## src/rtl/uart_tx_if.sv

```systemverilog
// rtl/uart_tx_if.sv - payload handshake between the TX FIFO and the UART transmitter
interface uart_tx_if #(
    parameter int DATA_BITS = 8
) ();
    logic [DATA_BITS-1:0] tx_data_i;
    logic                 tx_data_valid_i;
    logic                 tx_data_ready_o;

    modport master (
        output tx_data_i,
        output tx_data_valid_i,
        input  tx_data_ready_o
    );

    modport slave (
        input  tx_data_i,
        input  tx_data_valid_i,
        output tx_data_ready_o
    );
endinterface

```

## src/rtl/uart_tx.sv

```systemverilog
// rtl/uart_tx.sv - UART transmitter: start, LSB-first data, optional parity, 1 or 2 stop bits
module uart_tx #(
    parameter int CLK_DIV_WIDTH = 32,
    parameter int DATA_BITS     = 8
) (
    input  logic                     clk_i,
    input  logic                     arst_ni,
    input  logic                     en_i,
    input  logic [CLK_DIV_WIDTH-1:0] clk_div_i,
    input  logic                     parity_en_i,
    input  logic                     parity_odd_i,
    input  logic                     stop2_i,
    uart_tx_if.slave                 bus,
    output logic                     tx_o,
    output logic                     busy_o,
    output logic                     tx_done_o
);
    localparam int BIT_W = (DATA_BITS > 1) ? $clog2(DATA_BITS) : 1;
    localparam logic [CLK_DIV_WIDTH-1:0] DIV_ONE = CLK_DIV_WIDTH'(1);
    localparam logic [BIT_W-1:0]         BIT_ONE = BIT_W'(1);
    localparam logic [BIT_W-1:0]         BIT_LAST = BIT_W'(DATA_BITS - 1);

    typedef enum logic [2:0] {
        IDLE,
        START,
        DATA,
        PARITY,
        STOP
    } state_t;

    state_t                   r_state, w_state_next;
    logic [DATA_BITS-1:0]     r_data;
    logic [CLK_DIV_WIDTH-1:0] r_div;
    logic [CLK_DIV_WIDTH-1:0] r_baud_cnt, w_baud_next;
    logic [CLK_DIV_WIDTH-1:0] w_div_in;
    logic [BIT_W-1:0]         r_bit_cnt, w_bit_next;
    logic                     r_par_en, r_par_odd, r_stop2;
    logic                     r_tx, w_tx_next;
    logic                     r_done, w_done_next;
    logic                     w_ready, w_accept, w_baud_zero, w_parity;
    logic [DATA_BITS-1:0]     w_shift;

    assign w_ready     = (r_state == IDLE) && en_i;
    assign w_accept    = bus.tx_data_valid_i && w_ready;
    assign w_div_in    = (clk_div_i == '0) ? DIV_ONE : clk_div_i;
    assign w_baud_zero = (r_baud_cnt == '0);
    assign w_parity    = (^r_data) ^ r_par_odd;

    always_comb begin
        w_state_next = r_state;
        w_bit_next   = r_bit_cnt;
        w_baud_next  = r_baud_cnt;
        w_tx_next    = 1'b1;
        w_shift      = '0;

        // Every bit period is D cycles: count D-1 down to 0, reload at the boundary.
        if (r_state != IDLE) begin
            w_baud_next = w_baud_zero ? (r_div - DIV_ONE) : (r_baud_cnt - DIV_ONE);
        end

        case (r_state)
            IDLE: begin
                if (w_accept) begin
                    w_state_next = START;
                    w_bit_next   = '0;
                    w_baud_next  = w_div_in - DIV_ONE;
                end
            end
            START: begin
                if (w_baud_zero) begin
                    w_state_next = DATA;
                    w_bit_next   = '0;
                end
            end
            DATA: begin
                if (w_baud_zero) begin
                    if (r_bit_cnt == BIT_LAST) begin
                        w_state_next = r_par_en ? PARITY : STOP;
                        w_bit_next   = '0;
                    end else begin
                        w_bit_next = r_bit_cnt + BIT_ONE;
                    end
                end
            end
            PARITY: begin
                if (w_baud_zero) begin
                    w_state_next = STOP;
                    w_bit_next   = '0;
                end
            end
            STOP: begin
                if (w_baud_zero) begin
                    if (r_bit_cnt == BIT_W'(r_stop2)) begin
                        w_state_next = IDLE;
                        w_bit_next   = '0;
                        w_baud_next  = '0;
                    end else begin
                        w_bit_next = r_bit_cnt + BIT_ONE;
                    end
                end
            end
            default: w_state_next = IDLE;
        endcase

        // The line level is registered, so it is derived from where the FSM goes next.
        w_shift = r_data >> w_bit_next;
        case (w_state_next)
            START:   w_tx_next = 1'b0;
            DATA:    w_tx_next = w_shift[0];
            PARITY:  w_tx_next = w_parity;
            default: w_tx_next = 1'b1;
        endcase

        w_done_next = (r_state == STOP) && (w_state_next == IDLE);
    end

    always_ff @(posedge clk_i or negedge arst_ni) begin
        if (!arst_ni) begin
            r_state    <= IDLE;
            r_bit_cnt  <= '0;
            r_baud_cnt <= '0;
            r_data     <= '0;
            r_div      <= '0;
            r_par_en   <= 1'b0;
            r_par_odd  <= 1'b0;
            r_stop2    <= 1'b0;
            r_tx       <= 1'b1;
            r_done     <= 1'b0;
        end else begin
            r_state    <= w_state_next;
            r_bit_cnt  <= w_bit_next;
            r_baud_cnt <= w_baud_next;
            r_tx       <= w_tx_next;
            r_done     <= w_done_next;
            if (w_accept) begin
                r_data    <= bus.tx_data_i;
                r_div     <= w_div_in;
                r_par_en  <= parity_en_i;
                r_par_odd <= parity_odd_i;
                r_stop2   <= stop2_i;
            end
        end
    end

    assign bus.tx_data_ready_o = w_ready;
    assign tx_o                = r_tx;
    assign busy_o              = (r_state != IDLE);
    assign tx_done_o           = r_done;
endmodule

```

## src/flat_wrapper.sv

```systemverilog
// flat-port wrapper written by rule: the top's interface ports become plain ports
module uart_tx_flat 
#(
    parameter int CLK_DIV_WIDTH = 32,
    parameter int DATA_BITS     = 8
)
  (clk_i, arst_ni, en_i, clk_div_i, parity_en_i, parity_odd_i, stop2_i, tx_o, busy_o, tx_done_o, bus_tx_data_i, bus_tx_data_valid_i, bus_tx_data_ready_o);
  uart_tx_if #(.DATA_BITS(DATA_BITS)) bus_i ();
  input  logic clk_i;
  input  logic arst_ni;
  input  logic en_i;
  input  logic [CLK_DIV_WIDTH-1:0] clk_div_i;
  input  logic parity_en_i;
  input  logic parity_odd_i;
  input  logic stop2_i;
  output logic tx_o;
  output logic busy_o;
  output logic tx_done_o;
  input wire logic [$bits(bus_i.tx_data_i)-1:0] bus_tx_data_i;
  input wire logic [$bits(bus_i.tx_data_valid_i)-1:0] bus_tx_data_valid_i;
  output wire logic [$bits(bus_i.tx_data_ready_o)-1:0] bus_tx_data_ready_o;
  assign bus_i.tx_data_i = bus_tx_data_i;
  assign bus_i.tx_data_valid_i = bus_tx_data_valid_i;
  assign bus_tx_data_ready_o = bus_i.tx_data_ready_o;
  uart_tx #(.CLK_DIV_WIDTH(CLK_DIV_WIDTH), .DATA_BITS(DATA_BITS)) u_core (.clk_i(clk_i), .arst_ni(arst_ni), .en_i(en_i), .clk_div_i(clk_div_i), .parity_en_i(parity_en_i), .parity_odd_i(parity_odd_i), .stop2_i(stop2_i), .bus(bus_i), .tx_o(tx_o), .busy_o(busy_o), .tx_done_o(tx_done_o));
endmodule
```

## config.mk

```make
export PLATFORM = sky130hd
export DESIGN_NAME = uart_tx_flat
export DESIGN_NICKNAME = d
export VERILOG_FILES = /design/src/rtl/uart_tx_if.sv /design/src/rtl/uart_tx.sv /design/src/flat_wrapper.sv
export SDC_FILE = /design/constraint.sdc
export NUM_CORES = 1
export LEC_CHECK = 0
export ABC_AREA = 1
export CAP_MARGIN = 20
export CORE_AREA = 3 3 96 134
export CTS_CLUSTER_DIAMETER = 40
export CTS_CLUSTER_SIZE = 8
export DETAILED_ROUTE_END_ITERATION = 7
export DIE_AREA = 0 0 99 137
export GPL_TIMING_DRIVEN = 0
export PLACE_DENSITY = 0.83
export SYNTH_ARGS = -nofsm -noshare
export SYNTH_HDL_FRONTEND = slang
export SYNTH_SLANG_ARGS = --single-unit
```

## constraint.sdc

```tcl
create_clock -name clk_i -period 2.8 [get_ports clk_i]
set_input_delay 0.42 -clock clk_i [delete_from_list [all_inputs] [get_ports clk_i]]
set_output_delay 0.42 -clock clk_i [all_outputs]
set_load 0.03 [all_outputs]
```

==> results of run 1 <==
[final cells by class]
type,instances,area share (%)
tap,147,2.42
buffer,30,2.04
multi-input combinational,805,50.4
clock buffer,11,3.32
timing repair buffer,58,7.33
clock inverter,5,0.477
sequential,83,27.3
inverter,136,6.71
[worst paths after layout]
path                                    from                     to  cells past startpoint
min reg2reg                 u_core.r_div[29]       u_core.r_div[29]                      2
min in group clk_i             clk_div_i[31]       u_core.r_div[31]                      3
max reg2reg                u_core.r_state[1]       u_core.r_div[31]                      8
min                                  arst_ni        u_core.r_div[1]                      1
max                            clk_div_i[13]  u_core.r_baud_cnt[28]                     21
max in group asynchronous            arst_ni  u_core.r_baud_cnt[22]                      2
[logic make-up (layout without fill, tap and decap cells)]
family / Yosys count / in the layout
buffers and inverters: 166 / 240
and+or+nand+nor: 630 / 631
AOI/OAI and AO/OA: 158 / 158
xor gates and xnor gates: 12 / 12
DFF: 83 / 83
adders and majority gates: 4 / 4
[what timing repair did]
action	4_1_cts	5_1_grt
resized for setup	52	50
pin swaps	6	10
setup endpoints to repair	17	18
setup buffers	4	3
hold endpoints to repair	0	0
gates cloned	0	1
[report_power, final]
group | internal (W) | total (W) | switching (W) | leakage (nW)
Clock | 0.000651 | 0.00116 | 0.000511 | 0.134
Sequential | 0.00161 | 0.00197 | 0.000363 | 1.03
Combinational | 0.000811 | 0.00239 | 0.00158 | 2.64
[stage by stage]
step           cell area (sq um)  hold slack [ns]  worst slack [ns]  std cells  util, %
4_1_cts                     7510           0.0547           -0.0106       1271     63.5
6_report                    7610           0.0382             0.136       1275     64.4
2_1_floorplan               6400            0.124             0.458       1053        -
3_5_place_dp                7110            0.424            -0.993       1251     60.2
5_1_grt                     7610           0.0768           -0.0317       1275     64.4
3_3_place_gp                7090            0.462             -1.64       1250     59.9
[routing by layer]
| layer | part of all wire (%) | track usage [%] | vias to the layer above |
|---|---|---|---|
| li1 | - | - | 3468 |
| met1 | 38 | 40.1 | 3297 |
| met2 | 48 | 58.4 | 344 |
| met3 | 7.7 | 6.17 | 94 |
| met4 | 7.0 | 23.4 | 0 |
| met5 | 0 | 0 | - |
[placed cells by master (no fill, tap or decap), drive strengths merged, types with 3 or more instances in the layout]
cell,netlist,routed
nand2,360,360
nor2,164,165
inv,135,136
o21ai,86,86
dfrtp,82,82
nand3,71,71
a21oi,50,50
clkbuf,18,36
buf,12,21
dlygate4sd2,0,16
clkdlybuf4s50,0,15
nand4,14,14
nor3,14,14
dlymetal6s2s,0,9
xor2,7,7
xnor2,5,5
o211ai,4,4
ha,4,4
a31oi,3,3
o21bai,3,3
clkinvlp,0,3
[registers in the layout (all words and copies together) (netlist names)]
signal / count
u_core.r_par_en: 1
u_core.r_data: 8
u_core.r_baud_cnt: 32
u_core.r_par_odd: 1
u_core.r_stop2: 1
u_core.r_div: 32
u_core.tx_done_o: 1
u_core.tx_o: 1
u_core.r_state: 3
u_core.r_bit_cnt: 3
==> impl_metrics.py, run 1 <==
metrics = {
    "run_status": {
        "status": "finished, final reports clean",
    },
    "timing": {
        "fmax_mhz": 375,
        "hold_viol_final": 0,
        "worst_pin_slew_ns": 0.837,
        "min_period_ns": 2.66,
        "post-route-period-util_pct": 95.1,
        "slew_viol_final": 0,
        "tns_ns": 0,
        "skew_ns": 0.0128,
        "setup_viol": 0,
        "relSlewSlack_pct": 44.2,
    },
    "synth": {
        "synth_compound_area_share_pct": 13.5,
        "synth_area_leaders": "dfrtp_1, nand2_1, nor2_1, inv_1, o21ai_0",
        "ys_top_cells_by_count": "nand2_1, nor2_1, inv_1",
        "syn_nets": 1104,
        "async_flop_share_pct": 100,
        "syn_area_per_cell_sq_um": 6.08,
        "yosysWarnings": 0,
        "muxShareOfSynthArea_pct": 0,
        "synth_fa_ha_area_share_pct": 0.782,
        "synth_area_sq_mm": 0.00640,
        "synthDistinctLibCells": 49,
        "synth_top_area_share_pct": 32.1,
        "synth_most_common_cell": "nand2_1",
        "synth-xor-area-share_pct": 1.64,
        "synthSimpleGateAreaFrac_pct": 41.4,
        "yosysSeqAreaShare_pct": 32.5,
        "synth_top_family_by_area": "simple AND/OR/NAND/NOR gates",
        "syn_inst": 1053,
        "synth-seq-cells": 83,
        "synth_edf_count": 0,
        "yosysTopAreaCell": "dfrtp_1",
        "synthFlopType": "dfrtp_1",
    },
    "detailed_routing": {
        "drt_first_pass_iters": 6,
        "viasPerCell": 5.65,
        "drc_errors": 0,
        "wirelength_microns": 23300,
        "drt-initial-drc-count": 547,
        "postRouteAntennaNets": 0,
        "routedWlPerCell_microns": 18.3,
        "vias": 7203,
    },
    "worst_hold_path": {
        "hold_path_class": "input port to async pin",
    },
    "clocking": {
        "clk_path_buf_depth": 2,
        "cts_tree": "yes",
        "cts-root-buf": "clkbuf_16",
        "cts-htree-levels": 3,
        "clk_latency_ns": 0.35,
        "path_clk_slew_ns": 0.07,
        "cts_num_sinks": 83,
        "cts_made_buffers": 9,
        "hold_buffers": 0,
    },
    "final_layout": {
        "finalNetCount": 1174,
        "register_area_sq_mm": 0.00208,
        "diodes": 0,
        "multi_input_area_sq_mm": 0.00384,
        "layout-drive-gt1-share_pct": 10.2,
        "area_delta_synth_final_pct": 18.9,
        "num-fill-cells": 1154,
    },
    "flow_run": {
        "maxCapViolCount": 0,
    },
    "global_route": {
        "antenna_found_initial": 0,
        "grt_start_max_net_pins": 47,
        "first_global_vias": 6830,
        "grtUsageTotal_pct": 34.7,
        "grt.overflow.total": 0,
        "grt_pass1_wl_microns": 35600,
    },
    "worst_setup_path": {
        "r2r_slack_ns": 0.15,
        "setup.worst_path.class": "input port to flop",
        "max_stage_delay_ns": 0.30,
        "cp_cell_sequence": "dlygate4sd2_1 > nor2_1 > nand2_1 > nor2_1 > nand2_1 > nor2_2 > nor2_2 > ha_2 > inv_2 > nor2_4 > nand2_4 > nor2_4 > nand3_4 > buf_12 > nor2_4 > nand3_4 > nor3_4 > nand2_2 > a21oi_2 > o21ai_1 > nand2_1",
        "crit_family": "simple AND/OR/NAND/NOR gates",
        "worst_ep_required_time_ns": 3.08,
        "arrival_ns": 2.95,
        "path_buf_inv": 3,
        "crit_path_start_kind": "input port",
        "worstPathMaxFanout": 4,
        "crit_slowest_cell": "dlygate4sd2_1",
        "cp-end-kind": "flop",
    },
    "die": {
        "core.rowCount": 47,
        "core_area_sq_mm": 0.0118,
        "die-area_sq_mm": 0.0136,
        "die_w_microns": 99,
        "fp.dieH_microns": 137,
        "start_util_pct": 54.2,
        "io_pins": 51,
    },
    "placed_design": {
        "dp_hpwl_microns": 17900,
        "routabilityCongestion": 1.03,
        "io_buffer_count": 50,
    },
    "power_and_ir_drop": {
        "power_w": 0.00553,
        "pwr_density_cell_mw_per_mm2": 726,
        "max-vdd-ir-drop_uv": 432,
        "leakage_nw": 3.80,
    },
}
Power figures use the tool's default switching activity.
==> inputs of run 2 (changes only) <==
--- a/config.mk
+++ b/config.mk
@@ -7,13 +7,13 @@
 export LEC_CHECK = 0
 export ABC_AREA = 1
 export CAP_MARGIN = 20
-export CORE_AREA = 3 3 96 134
+export CORE_AREA = 3 3 97 135
 export CTS_CLUSTER_DIAMETER = 40
 export CTS_CLUSTER_SIZE = 8
 export DETAILED_ROUTE_END_ITERATION = 7
-export DIE_AREA = 0 0 99 137
+export DIE_AREA = 0 0 100 138
 export GPL_TIMING_DRIVEN = 0
-export PLACE_DENSITY = 0.83
+export PLACE_DENSITY = 0.81
 export SYNTH_ARGS = -nofsm -noshare
 export SYNTH_HDL_FRONTEND = slang
 export SYNTH_SLANG_ARGS = --single-unit
==> run 2 against run 1 <==
Net effect:
- clock skew is essentially flat
- worst hold slack got worse by 0.0069 ns
- sequential share of layout area shrank 0.14 points
- sequential cell count unchanged
- first-iteration DRC count is 5.1% higher
- die area grew 1.7%
- design area up 0.56%
- combinational power grew 2%
- setup slack got worse by 0.088 ns
- sequential power is essentially flat
- via count increased by 3.5%
- total power grew 2.2%
==> impl_metrics.py, run 2 (synthesis gave the netlist of run 1 again) <==
metrics = {
    "die": {
        "core.rowCount": 47,
        "fp.dieH_microns": 138,
        "die-area_sq_mm": 0.0138,
        "die_w_microns": 100,
        "start_util_pct": 53.6,
        "core_area_sq_mm": 0.0119,
        "io_pins": 51,
    },
    "timing": {
        "tns_ns": 0,
        "min_period_ns": 2.75,
        "relSlewSlack_pct": 44.7,
        "hold_viol_final": 0,
        "fin_hold_ws_ns": 0.0314,
        "setup_viol": 0,
        "fmax_mhz": 363,
        "post-route-period-util_pct": 98.3,
        "slew_viol_final": 0,
        "worst_pin_slew_ns": 0.830,
        "rsz0062_at_grt": "yes",
        "skew_ns": 0.0126,
    },
    "final_layout": {
        "finalNetCount": 1179,
        "largestRegisters": "u_core.r_baud_cnt (32), u_core.r_div (32), u_core.r_data (8)",
        "diodes": 0,
        "area_delta_synth_final_pct": 19.6,
        "layout_commonest_cell": "nand2_1",
        "layout_common_cells": "nand2_1, nor2_1, inv_1",
        "layout-drive-gt1-share_pct": 10.7,
    },
    "run_status": {
        "status": "finished, final reports clean",
    },
    "detailed_routing": {
        "drc_errors": 0,
        "viasPerCell": 5.82,
        "drt-initial-drc-count": 575,
        "vias": 7452,
        "routedWlPerCell_microns": 18.9,
        "drt_first_pass_iters": 5,
        "wirelength_microns": 24300,
        "postRouteAntennaNets": 0,
    },
    "worst_setup_path": {
        "critPathLaunch": "clk_div_i[8]",
        "worst_ep_required_time_ns": 3.05,
        "r2r-start": "u_core.r_state[1]",
        "setup.worst_path.class": "input port to flop",
        "crit_path_start_kind": "input port",
        "cp-end-kind": "flop",
        "arrival_ns": 3.00,
        "worstPathMaxFanout": 3,
    },
    "global_route": {
        "antenna_found_initial": 0,
        "grt_pass1_wl_microns": 37400,
        "grt.overflow.total": 0,
        "grt_start_max_net_pins": 48,
        "first_global_vias": 7049,
        "grtUsageTotal_pct": 35.2,
    },
    "clocking": {
        "cts_made_buffers": 9,
        "cts-htree-levels": 3,
        "clk_latency_ns": 0.35,
        "clk_path_buf_depth": 2,
        "cts_num_sinks": 83,
        "path_clk_slew_ns": 0.07,
        "cts-root-buf": "clkbuf_16",
        "cts_tree": "yes",
    },
    "power_and_ir_drop": {
        "pwr_density_cell_mw_per_mm2": 738,
        "leakage_nw": 3.86,
        "max-vdd-ir-drop_uv": 363,
    },
    "worst_hold_path": {
        "hold_path_class": "input port to async pin",
    },
    "flow_run": {
        "maxCapViolCount": 0,
    },
    "placed_design": {
        "routabilityCongestion": 0.997,
        "dp_hpwl_microns": 18200,
        "io_buffer_count": 50,
    },
}
-- run 2: changes by cell type in the layout (fill, tap and decap cells not counted), moves of 2 or more --
cell / previous run / this run
clkbuf_1: 15 / 11
nor2_2: 16 / 20
dlygate4sd2_1: 16 / 21
clkinvlp_4: 3 / 1
clkdlybuf4s15_1: 2 / 0
nand3_1: 67 / 69
clkbuf_4: 0 / 2
clkinv_4: 0 / 3
buf_4: 8 / 14
nor2_4: 14 / 12
clkbuf_2: 10 / 8
nor2_1: 134 / 132
-- run 2: final cells by class --
type / instances / area (sq um)
tap: 147 / 184
clock inverter: 4 / 33.8
timing repair buffer: 63 / 604
clock buffer: 12 / 267
multi-input combinational: 805 / 3810
sequential: 83 / 2080
buffer: 30 / 161
inverter: 136 / 510
fill: 1145 / 4280
-- run 2: per-stage QoR --
step / instances / setup WS [ns] / cell area (sq um) / util [%] / total power [W]
6_report: 1280 / 0.0487 / 7650 / 64.1 / 0.00565
5_1_grt: 1280 / -0.0367 / 7650 / 64.1 / 0.00605
4_1_cts: 1275 / 0.000454 / 7530 / 63.0 / 0.00553
3_5_place_dp: 1251 / -0.970 / 7110 / 59.6 / 0.00433
3_3_place_gp: 1250 / -1.76 / 7090 / 59.4 / 0.00429
2_1_floorplan: 1053 / 0.458 / 6400 / - / 0.00361
-- run 2: critical path, cell delays in order --
cell and delay, ns:
clkdlybuf4s50_1 0.49, nor2_1 0.07, nand2_1 0.07, nor2_1 0.05, nand2_1 0.08, nor2_2 0.06, nor2_2 0.11, buf_4 0.12
buf_4 0.09, buf_4 0.09, buf_4 0.09, nand4_1 0.22, nor2_1 0.30, nand2_1 0.11, nor2_1 0.34, a31o_2 0.24
nand2_1 0.05
-- run 2: path summary, 6_finish.rpt --
| check | cells past startpoint | slack, ns | to |
|---|---|---|---|
| setup reg to reg | 8 | 0.14 | u_core.r_div[12] |
| setup / recovery | 17 | 0.05 | u_core.r_baud_cnt[31] |
| hold / removal | 1 | 0.03 | u_core.r_div[1] |
| max in group asynchronous | 2 | 2.09 | u_core.tx_o |
| min in group clk_i | 3 | 0.37 | u_core.r_div[31] |
| hold reg to reg | 2 | 0.50 | u_core.r_div[29] |
-- run 2: power breakdown --
group	switching [W]	total (W)	internal [W]
registers	0.000379	0.00199	0.00161
logic	0.00162	0.00244	0.000821
clock network	0.000537	0.00122	0.000680
-- run 2: timing repair --
action | CTS | global route
endpoints found under the hold margin | 0 | 0
setup endpoints to repair | 25 | 33
resized for setup | 48 | 47
gates cloned | 0 | 1
hold buffers | 0 | 0
pin swaps | 6 | 9
setup buffers | 8 | 4
-- run 2: layer usage --
| layer | vias up | wire [microns] | GRT usage (%) |
|---|---|---|---|
| li1 | 3494 | - | - |
| met1 | 3468 | 9220 | 42.7 |
| met2 | 389 | 11700 | 58.9 |
| met3 | 101 | 1840 | 5.19 |
| met4 | 0 | 1530 | 19.9 |
| met5 | - | 0 | 0 |
==> inputs of run 3 (changes only) <==
--- a/config.mk
+++ b/config.mk
@@ -5,15 +5,16 @@
 export SDC_FILE = /design/constraint.sdc
 export NUM_CORES = 1
 export LEC_CHECK = 0
-export ABC_AREA = 1
 export CAP_MARGIN = 20
-export CORE_AREA = 3 3 97 135
+export CELL_PAD_IN_SITES_DETAIL_PLACEMENT = 0
+export CELL_PAD_IN_SITES_GLOBAL_PLACEMENT = 1
+export CORE_AREA = 3 3 99 139
 export CTS_CLUSTER_DIAMETER = 40
 export CTS_CLUSTER_SIZE = 8
 export DETAILED_ROUTE_END_ITERATION = 7
-export DIE_AREA = 0 0 100 138
+export DIE_AREA = 0 0 102 142
 export GPL_TIMING_DRIVEN = 0
-export PLACE_DENSITY = 0.81
+export PLACE_DENSITY = 0.88
 export SYNTH_ARGS = -nofsm -noshare
 export SYNTH_HDL_FRONTEND = slang
 export SYNTH_SLANG_ARGS = --single-unit
==> run 3 against run 2 <==
Net effect:
- critical path type is now flop to flop
- area after synthesis fell by 14%
- the run now ends with negative setup slack left
- sequential share of layout area fell by 0.061 points
- via count shrank 18%
- wire length fell by 13%
- synthesized cell count down 35%
- first-iteration DRC count up 22%
- critical path depth shrank 1
==> impl_metrics.py, run 3 <==
metrics = {
    "run_status": {
        "status": "finished, violations left",
        "failed_checks": "negative setup slack",
    },
    "synth": {
        "synth_area_sq_mm": 0.00550,
        "syn_area_per_cell_sq_um": 8.00,
        "yosysWarnings": 0,
        "synth_area_leaders": "dfrtp_1, nand2_1, a21oi_1, xnor2_1, nor2_1",
        "async_flop_share_pct": 100,
        "synth_edf_count": 0,
        "syn_nets": 739,
        "synth_top_area_share_pct": 37.3,
        "syn_inst": 688,
        "yosysSeqAreaShare_pct": 37.8,
        "synth_most_common_cell": "nand2_1",
        "yosysTopAreaCell": "dfrtp_1",
        "ys_top_cells_by_count": "nand2_1, dfrtp_1, nor2_1",
        "synthFlopType": "dfrtp_1",
        "synthDistinctLibCells": 69,
        "synth-seq-cells": 83,
    },
    "global_route": {
        "grt_start_max_net_pins": 56,
        "grtUsageTotal_pct": 29.1,
        "grt.overflow.total": 0,
        "first_global_vias": 6041,
        "grt_pass1_wl_microns": 32600,
        "antenna_found_initial": 0,
    },
    "final_layout": {
        "diodes": 0,
        "layout_commonest_cell": "nand2_1",
        "layout_common_cells": "nand2_1, dfrtp_1, nor2_1",
        "register_area_sq_mm": 0.00208,
        "layout-drive-gt1-share_pct": 25.3,
        "largestRegisters": "u_core.r_baud_cnt (32), u_core.r_div (32), u_core.r_data (8)",
        "multi_input_area_sq_mm": 0.00372,
        "fin_util_pct": 60.1,
        "area_delta_synth_final_pct": 39.3,
        "finalNetCount": 860,
        "num-fill-cells": 1084,
    },
    "die": {
        "io_pins": 51,
        "fp.dieH_microns": 142,
        "core.rowCount": 49,
        "die-area_sq_mm": 0.0145,
        "die_w_microns": 102,
        "start_util_pct": 43.2,
        "core_area_sq_mm": 0.0128,
    },
    "power_and_ir_drop": {
        "p_clk_share_pct": 46.6,
        "max-vdd-ir-drop_uv": 312,
        "netSwitchingPower_w": 0.000794,
        "leakage_nw": 3.28,
        "power_w": 0.00306,
        "switching_share_pct": 25.9,
        "combPwrFrac_pct": 10.7,
        "seq_power_share_pct": 42.8,
        "pwr_density_cell_mw_per_mm2": 400,
        "power.internal_w": 0.00227,
    },
    "worst_setup_path": {
        "arrival_ns": 3.92,
        "setup.worst_path.class": "flop to flop",
        "cp-end-kind": "flop",
        "crit_path_start_kind": "flop",
        "worstPathMaxFanout": 4,
        "worst_ep_required_time_ns": 3.02,
    },
    "clocking": {
        "hold_buffers": 0,
        "cts_num_sinks": 83,
        "clk_path_buf_depth": 2,
        "cts_tree": "yes",
        "cts-root-buf": "clkbuf_16",
        "path_clk_slew_ns": 0.07,
        "cts_made_buffers": 9,
        "cts-htree-levels": 3,
        "clk_latency_ns": 0.35,
    },
    "timing": {
        "fin_hold_ws_ns": 0.00336,
        "min_period_ns": 3.70,
        "skew_ns": 0.00893,
        "slew_viol_final": 0,
        "setup_viol": 35,
        "tns_ns": -16.02,
        "hold_viol_final": 0,
        "worst_slack_ns": -0.899,
        "post-route-period-util_pct": 132,
        "worst_pin_slew_ns": 0.860,
        "fmax_mhz": 270,
        "relSlewSlack_pct": 42.7,
        "rsz0062_at_grt": "yes",
    },
    "detailed_routing": {
        "postRouteAntennaNets": 0,
        "drt-initial-drc-count": 704,
        "routedWlPerCell_microns": 21.7,
        "viasPerCell": 6.30,
        "drt_first_pass_iters": 7,
        "drc_errors": 0,
        "wirelength_microns": 21000,
        "vias": 6090,
    },
    "flow_run": {
        "maxCapViolCount": 0,
    },
    "placed_design": {
        "post-place-ws_ns": -2.04,
        "dp_hpwl_microns": 13800,
        "io_buffer_count": 50,
        "routabilityCongestion": 0.966,
    },
    "worst_hold_path": {
        "hold_path_class": "input port to async pin",
    },
}
## run 3: critical path, cell delays in order, from the launching register on
cell	delay (ns)
dfrtp_1	0.38
or4_4	0.56
or4_4	0.57
nor4_4	0.28
buf_6	0.16
buf_12	0.09
buf_12	0.10
a21oi_4	0.06
ha_4	0.17
nor2b_4	0.14
nand2_2	0.08
o32a_1	0.24
buf_4	0.17
nand2b_4	0.16
nor4b_1	0.07
xor2_1	0.20
o32ai_2	0.12
## run 3: power groups by stage
stage               Clock (W)  Combinational [W]  Sequential (W)
floorplan                   0           0.000149         0.00130
global placement            0           0.000291         0.00132
detailed placement          0           0.000301         0.00132
CTS                   0.00143           0.000307         0.00130
global route          0.00147           0.000363         0.00132
finish                0.00143           0.000327         0.00131
## run 3: what timing repair did
| item | 4_1_cts | 5_1_grt |
|---|---|---|
| pin swaps | 45 | 30 |
| endpoints found under the hold margin | 0 | 0 |
| buffers inserted | 48 | 17 |
| endpoints found under the setup margin | 60 | 41 |
| gates resized for setup | 198 | 49 |
| gates cloned | 2 | 0 |
## run 3: worst paths after layout
kind / to / startpoint / slack [ns] / depth (start not counted)
worst max-delay path: u_core.r_baud_cnt[20] / u_core.r_baud_cnt[14] / -0.90 / 16
worst min-delay path: u_core.r_div[2] / arst_ni / 0.003 / 1
worst max register to register: u_core.r_baud_cnt[20] / u_core.r_baud_cnt[14] / -0.90 / 16
worst min register to register: u_core.r_stop2 / u_core.r_stop2 / 0.51 / 2
max in group asynchronous: u_core.r_baud_cnt[10] / arst_ni / 2.15 / 2
min in group clk_i: u_core.r_div[12] / clk_div_i[12] / 0.32 / 3
## run 3: layer usage
| layer | vias up | track usage (%) | routed length, microns |
|---|---|---|---|
| met4 | 0 | 13.8 | 1040 |
| met1 | 2910 | 36.7 | 8140 |
| met5 | - | 0 | 0 |
| li1 | 2731 | - | - |
| met2 | 357 | 48.1 | 10300 |
| met3 | 92 | 5.00 | 1570 |
## run 3: area by class of cell
type	count	area share [%]
inverter	9	0.441
sequential	83	27.1
clock buffer	9	2.94
clock inverter	7	1.62
tap	153	2.50
timing repair buffer	114	13.7
multi-input combinational	562	48.5
buffer	30	3.22
## run 3: cells by family (layout without fill, tap and decap cells)
group           after synthesis  in the layout  share of synthesized area, %
compound gates              164            164                          19.1
xor+xnor                     50             50                          7.96
fa+ha+maj                     4              4                         0.910
buf+inv                      43            169                          3.46
flops                        83             83                          37.8
mux                           4              4                         0.750
simple gates                340            340                          30.1
## run 3: per-stage QoR
stage	cell area [sq um]	std cells
finish	7670	967
CTS	7380	958
global route	7670	967
global placement	6250	891
detailed placement	6270	892
floorplan	5560	688
==> variant 1, RTL diff (settings of run 1) <==
Reset style: synchronous (`arst_ni`), changed in one clocked block.
--- a/src/rtl/uart_tx.sv
+++ b/src/rtl/uart_tx.sv
@@ -114,7 +114,7 @@
         w_done_next = (r_state == STOP) && (w_state_next == IDLE);
     end
 
-    always_ff @(posedge clk_i or negedge arst_ni) begin
+    always_ff @(posedge clk_i) begin
         if (!arst_ni) begin
             r_state    <= IDLE;
             r_bit_cnt  <= '0;
Check against the original RTL: differs if arst_ni is asserted again (counterexample within 4 cycles, from zero or initial values and one cycle with arst_ni low); with arst_ni held inactive, the same outputs for 10 cycles.
==> variant 1 against run 1 <==
Routed wire length shrank 0.52%. Worst setup slack worse by 0.075 ns. Final area is 5.3% lower. Power is 27% lower. Sequential share of layout area down 4.2 points. Area after synthesis shrank 5.4%. Sequential cell count is the same. Clock skew shrank 0.0075 ns. Highest routed layer unchanged.
==> variant 1: results <==
group,metric,value,unit
synth,synthTopCellsByArea,"dfxtp_1, nand2_1, a21oi_1, nor2_1, o21ai_0",
pwr,peakVddDrop,0.0003209,V
setup_path,crit_fanout,6,
hold_path,hp-class,"primary input to register",
run_status,outcome,"completed",
global_route,grt_max_degree,16,
setup_path,critPathArrivalTime,3.01,ns
synth,synth-async-reset-ratio,0,%
synth,synthFlopType,"dfxtp_1",
setup_path,regToRegSetupSlack,0.13,ns
setup_path,reg2reg_to,"u_core.r_baud_cnt[16]$_SDFF_PN0_",
synth,synth_compound_area_share,19.12,%
detailed_routing,vias_per_cell,5.883,
global_route,met1_usage,38.78,%
global_route,grtUsageMet3,4.182,%
global_route,grt_pass1_vias,6756,
synth,synthAdderAreaFrac,0.8266,%
global_route,use_met2,58.33,%
setup_path,r2r_start,"u_core.r_baud_cnt[1]$_SDFF_PN0_",
synth,synth_cell_type_count,43,
layout,drive_gt1_share,13.17,%
setup_path,cp-startpoint,"clk_div_i[26]",
placement,place_congestion,1.002,
global_route,grt_pass1_wl,35510,µm
detailed_routing,firstDrtPassIters,5,
sta,skew,0.005293,ns
synth,synthXorXnorAreaFrac,2.749,%
setup_path,critPathCapture,"u_core.r_baud_cnt[28]$_SDFF_PN0_",
detailed_routing,avgRoutedWirePerCell,18.93,µm
pwr,p_leak,3.323,nW
variant 1: cell count changes after synthesis, sizes merged, moves of 7 or more:
cell | run 1 | this run
nor2 | 164 | 152
dfxtp | 0 | 83
dfrtp | 82 | 0
nand2 | 360 | 271
xor2 | 7 | 14
inv | 135 | 116
a21oi | 50 | 107
variant 1: kinds of logic after synthesis:
group | count (synthesis)
compound gates | 217
fa+ha+maj | 4
flops | 83
simple gates | 532
xor+xnor | 19
buf+inv | 149
variant 1: what timing repair did:
action	4_1_cts	5_1_grt
gates resized for setup	49	45
endpoints found under the hold margin	0	0
pin swaps	7	9
endpoints found under the setup margin	13	22
setup buffers	4	4
variant 1: power breakdown:
part,leakage (nW),switching [mW],total (mW),internal (mW)
combinational,2.50,0.975,1.43,0.450
clock,0.142,0.532,1.23,0.698
sequential,0.681,0.0822,1.36,1.27
total,3.32,1.59,4.01,2.42
variant 1: final cells by class:
type / count / share of cell area [%]
multi-input cells: 772 / 54.43
clock inverters: 7 / 1.058
clock buffers: 9 / 3.123
inverters: 116 / 6.039
repair buffers: 58 / 7.236
well taps: 147 / 2.551
plain buffers: 33 / 2.499
flip-flops and latches: 83 / 23.06
variant 1: through the flow:
stage | total power [mW] | instance area [µm²] | setup slack (ns) | hold slack, ns | std cells
after global routing | 4.185 | 7211 | -0.01283 | 0.4684 | 1225
after floorplan | 2.310 | 6055 | 0.1404 | 0.4396 | 1004
after detailed placement | 2.740 | 6739 | -1.279 | 0.4614 | 1201
final | 4.011 | 7211 | 0.06184 | 0.4436 | 1225
after global placement | 2.725 | 6739 | -1.252 | 0.4566 | 1201
after CTS | 3.930 | 7096 | 0.02282 | 0.4705 | 1221
variant 1: worst min-delay path, cell delays in order:
cell	delay, ns
clkbuf_2	0.15
nor2_1	0.12
a211oi_1	0.05
variant 1: per-layer routing:
metal	wire (µm)	up-vias
met5	0	-
met4	2058	0
met3	1596	123
met2	11200	390
met1	8332	3267
li1	-	3427
variant 1: how the worst min path moves through the flow:
stage                                    endpoint  slack [ns]  cells past startpoint
floorplan           u_core.r_div[26]$_SDFFE_PN0P_        0.44                      2
global placement    u_core.r_div[11]$_SDFFE_PN0P_        0.46                      2
detailed placement   u_core.r_div[3]$_SDFFE_PN0P_        0.46                      2
CTS                  u_core.r_div[3]$_SDFFE_PN0P_        0.47                      2
global route        u_core.r_div[16]$_SDFFE_PN0P_        0.47                      3
finish              u_core.r_div[18]$_SDFFE_PN0P_        0.44                      3
==> variant 2, RTL diff (flow settings as in run 1) <==
Without the edit above. `DATA_BITS` is set to 8 in 3 places; all go to 4.
--- a/src/rtl/uart_tx_if.sv
+++ b/src/rtl/uart_tx_if.sv
@@ -1,6 +1,6 @@
 // rtl/uart_tx_if.sv - payload handshake between the TX FIFO and the UART transmitter
 interface uart_tx_if #(
-    parameter int DATA_BITS = 8
+    parameter int DATA_BITS = 4
 ) ();
     logic [DATA_BITS-1:0] tx_data_i;
     logic                 tx_data_valid_i;
--- a/src/rtl/uart_tx.sv
+++ b/src/rtl/uart_tx.sv
@@ -1,7 +1,7 @@
 // rtl/uart_tx.sv - UART transmitter: start, LSB-first data, optional parity, 1 or 2 stop bits
 module uart_tx #(
     parameter int CLK_DIV_WIDTH = 32,
-    parameter int DATA_BITS     = 8
+    parameter int DATA_BITS     = 4
 ) (
     input  logic                     clk_i,
     input  logic                     arst_ni,
--- a/src/flat_wrapper.sv
+++ b/src/flat_wrapper.sv
@@ -2,7 +2,7 @@
 module uart_tx_flat 
 #(
     parameter int CLK_DIV_WIDTH = 32,
-    parameter int DATA_BITS     = 8
+    parameter int DATA_BITS     = 4
 )
   (clk_i, arst_ni, en_i, clk_div_i, parity_en_i, parity_odd_i, stop2_i, tx_o, busy_o, tx_done_o, bus_tx_data_i, bus_tx_data_valid_i, bus_tx_data_ready_o);
   uart_tx_if #(.DATA_BITS(DATA_BITS)) bus_i ();
Ports: changed (resized bus_tx_data_i); port bits go from 51 to 47. No check against the original RTL was run, so the function may have changed too.
==> variant 2 against run 1 <==
The run now ends with negative setup slack left. Hold slack improved by 0.011 ns. Sequential cell count fell by 5. Final cell count fell by 12%. Area after synthesis fell by 11%. Fmax fell by 6.0%. Worst setup slack got worse by 0.17 ns. Final area fell by 6.6%. Register-to-register slack got worse by 0.04 ns. Routed wire length fell by 11%. Via count fell by 7.2%. Synthesized cell count fell by 16%. Critical endpoint is now u_core.r_baud_cnt[30]$_DFF_PN0_.
Power is not compared: it rests on default switching activity, and its combinational part moved more than twofold at a synthesized area within 25%.
==> variant 2: results <==
group,metric,value,unit
detailed_routing,dr_wl_met2,9914,µm
detailed_routing,num_vias,6683,
sta,layout_setup_ws,-0.03394,ns
synth,yosysSeqAreaShare,34.12,%
sta,skew,0.009572,ns
global_route,met1_usage,33.31,%
global_route,grt_pass1_vias,5999,
placement,portBuffers,46,
detailed_routing,wl_met1,6965,µm
placement,dp.cells,1075,
global_route,track_usage,29.25,%
synth,yosys-top-cells-count,"nand2_1, nor2_1, inv_1",
global_route,grt_pass1_wl,30730,µm
sta,tightest_slew,0.7915,ns
setup_path,crit_slowest_cell,"nand4_1",
detailed_routing,drt_iter0_markers,945,
run_status,outcome,"complete, but fails checks",
setup_path,r2r_cells,19,
global_route,grtUsageMet3,4.233,%
setup_path,reg2reg_to,"u_core.r_baud_cnt[31]$_DFF_PN0_",
global_route,grt_max_degree,41,
setup_path,r2r_start,"u_core.r_baud_cnt[14]$_DFF_PN0_",
detailed_routing,vias_per_cell,5.972,
layout,nNetsFinal,1013,
sta,setup_violations,1,
global_route,use_met2,49.89,%
synth,syn-num-nets,927,
setup_path,cp-startpoint,"clk_div_i[28]",
sta,worst_hold_slack,0.04965,ns
setup_path,critPathCapture,"u_core.r_baud_cnt[30]$_DFF_PN0_",
run_status,failed_checks,"negative setup slack",
detailed_routing,avgRoutedWirePerCell,18.61,µm
setup_path,regToRegSetupSlack,0.11,ns
layout,fillerInstances,1072,
setup_path,slowest_delay,0.25,ns
synth,synth_cell_type_count,48,
==> variant 2: cell types whose count changed after synthesis, moves of 4 or more <==
cell / delta
o21ai_0: +22
or2_2: +4
nor2_1: -33
nand3_1: -30
o21a_1: +5
nor4_1: +4
dfrtp_1: -5
inv_1: -28
nand2_2: +10
nor3_1: +5
nand2_1: -133
nand4_1: -7
==> variant 2: logic make-up after synthesis <==
family                     Yosys count  share of synthesized area [%]
buffers and inverters              139                          9.880
xor gates and xnor gates            11                          1.683
DFF                                 78                          34.12
adders and majority gates            3                         0.6558
and+or+nand+nor                    456                          35.02
AOI/OAI and AO/OA                  194                          18.64
==> variant 2: per-stage QoR <==
step / util (%) / worst slack (ns) / cell area (µm²) / setup TNS, ns
2_1_floorplan: - / 0.2822 / 5724 / 0
3_3_place_gp: 53.88 / -1.548 / 6369 / -141.44
3_5_place_dp: 54.03 / -1.376 / 6386 / -23.15
4_1_cts: 58.18 / -0.05733 / 6877 / -0.05733
5_1_grt: 60.15 / -0.1192 / 7109 / -0.2231
6_report: 60.15 / -0.03394 / 7109 / -0.03394
==> variant 2: area by class of cell <==
type | instances | area, µm² | area share, %
inverter | 111 | 421.7 | 5.931
timing repair buffer | 75 | 581.8 | 8.184
buffer | 28 | 176.4 | 2.482
sequential | 78 | 1953 | 27.47
clock inverter | 7 | 145.1 | 2.042
tap | 147 | 183.9 | 2.587
multi-input combinational | 664 | 3422 | 48.13
clock buffer | 9 | 225.2 | 3.168
==> variant 2: repair_timing <==
action / CTS / global route
gates resized for setup: 106 / 90
endpoints found under the setup margin: 52 / 47
gates cloned: 0 / 1
setup buffers: 7 / 20
pin swaps: 12 / 21
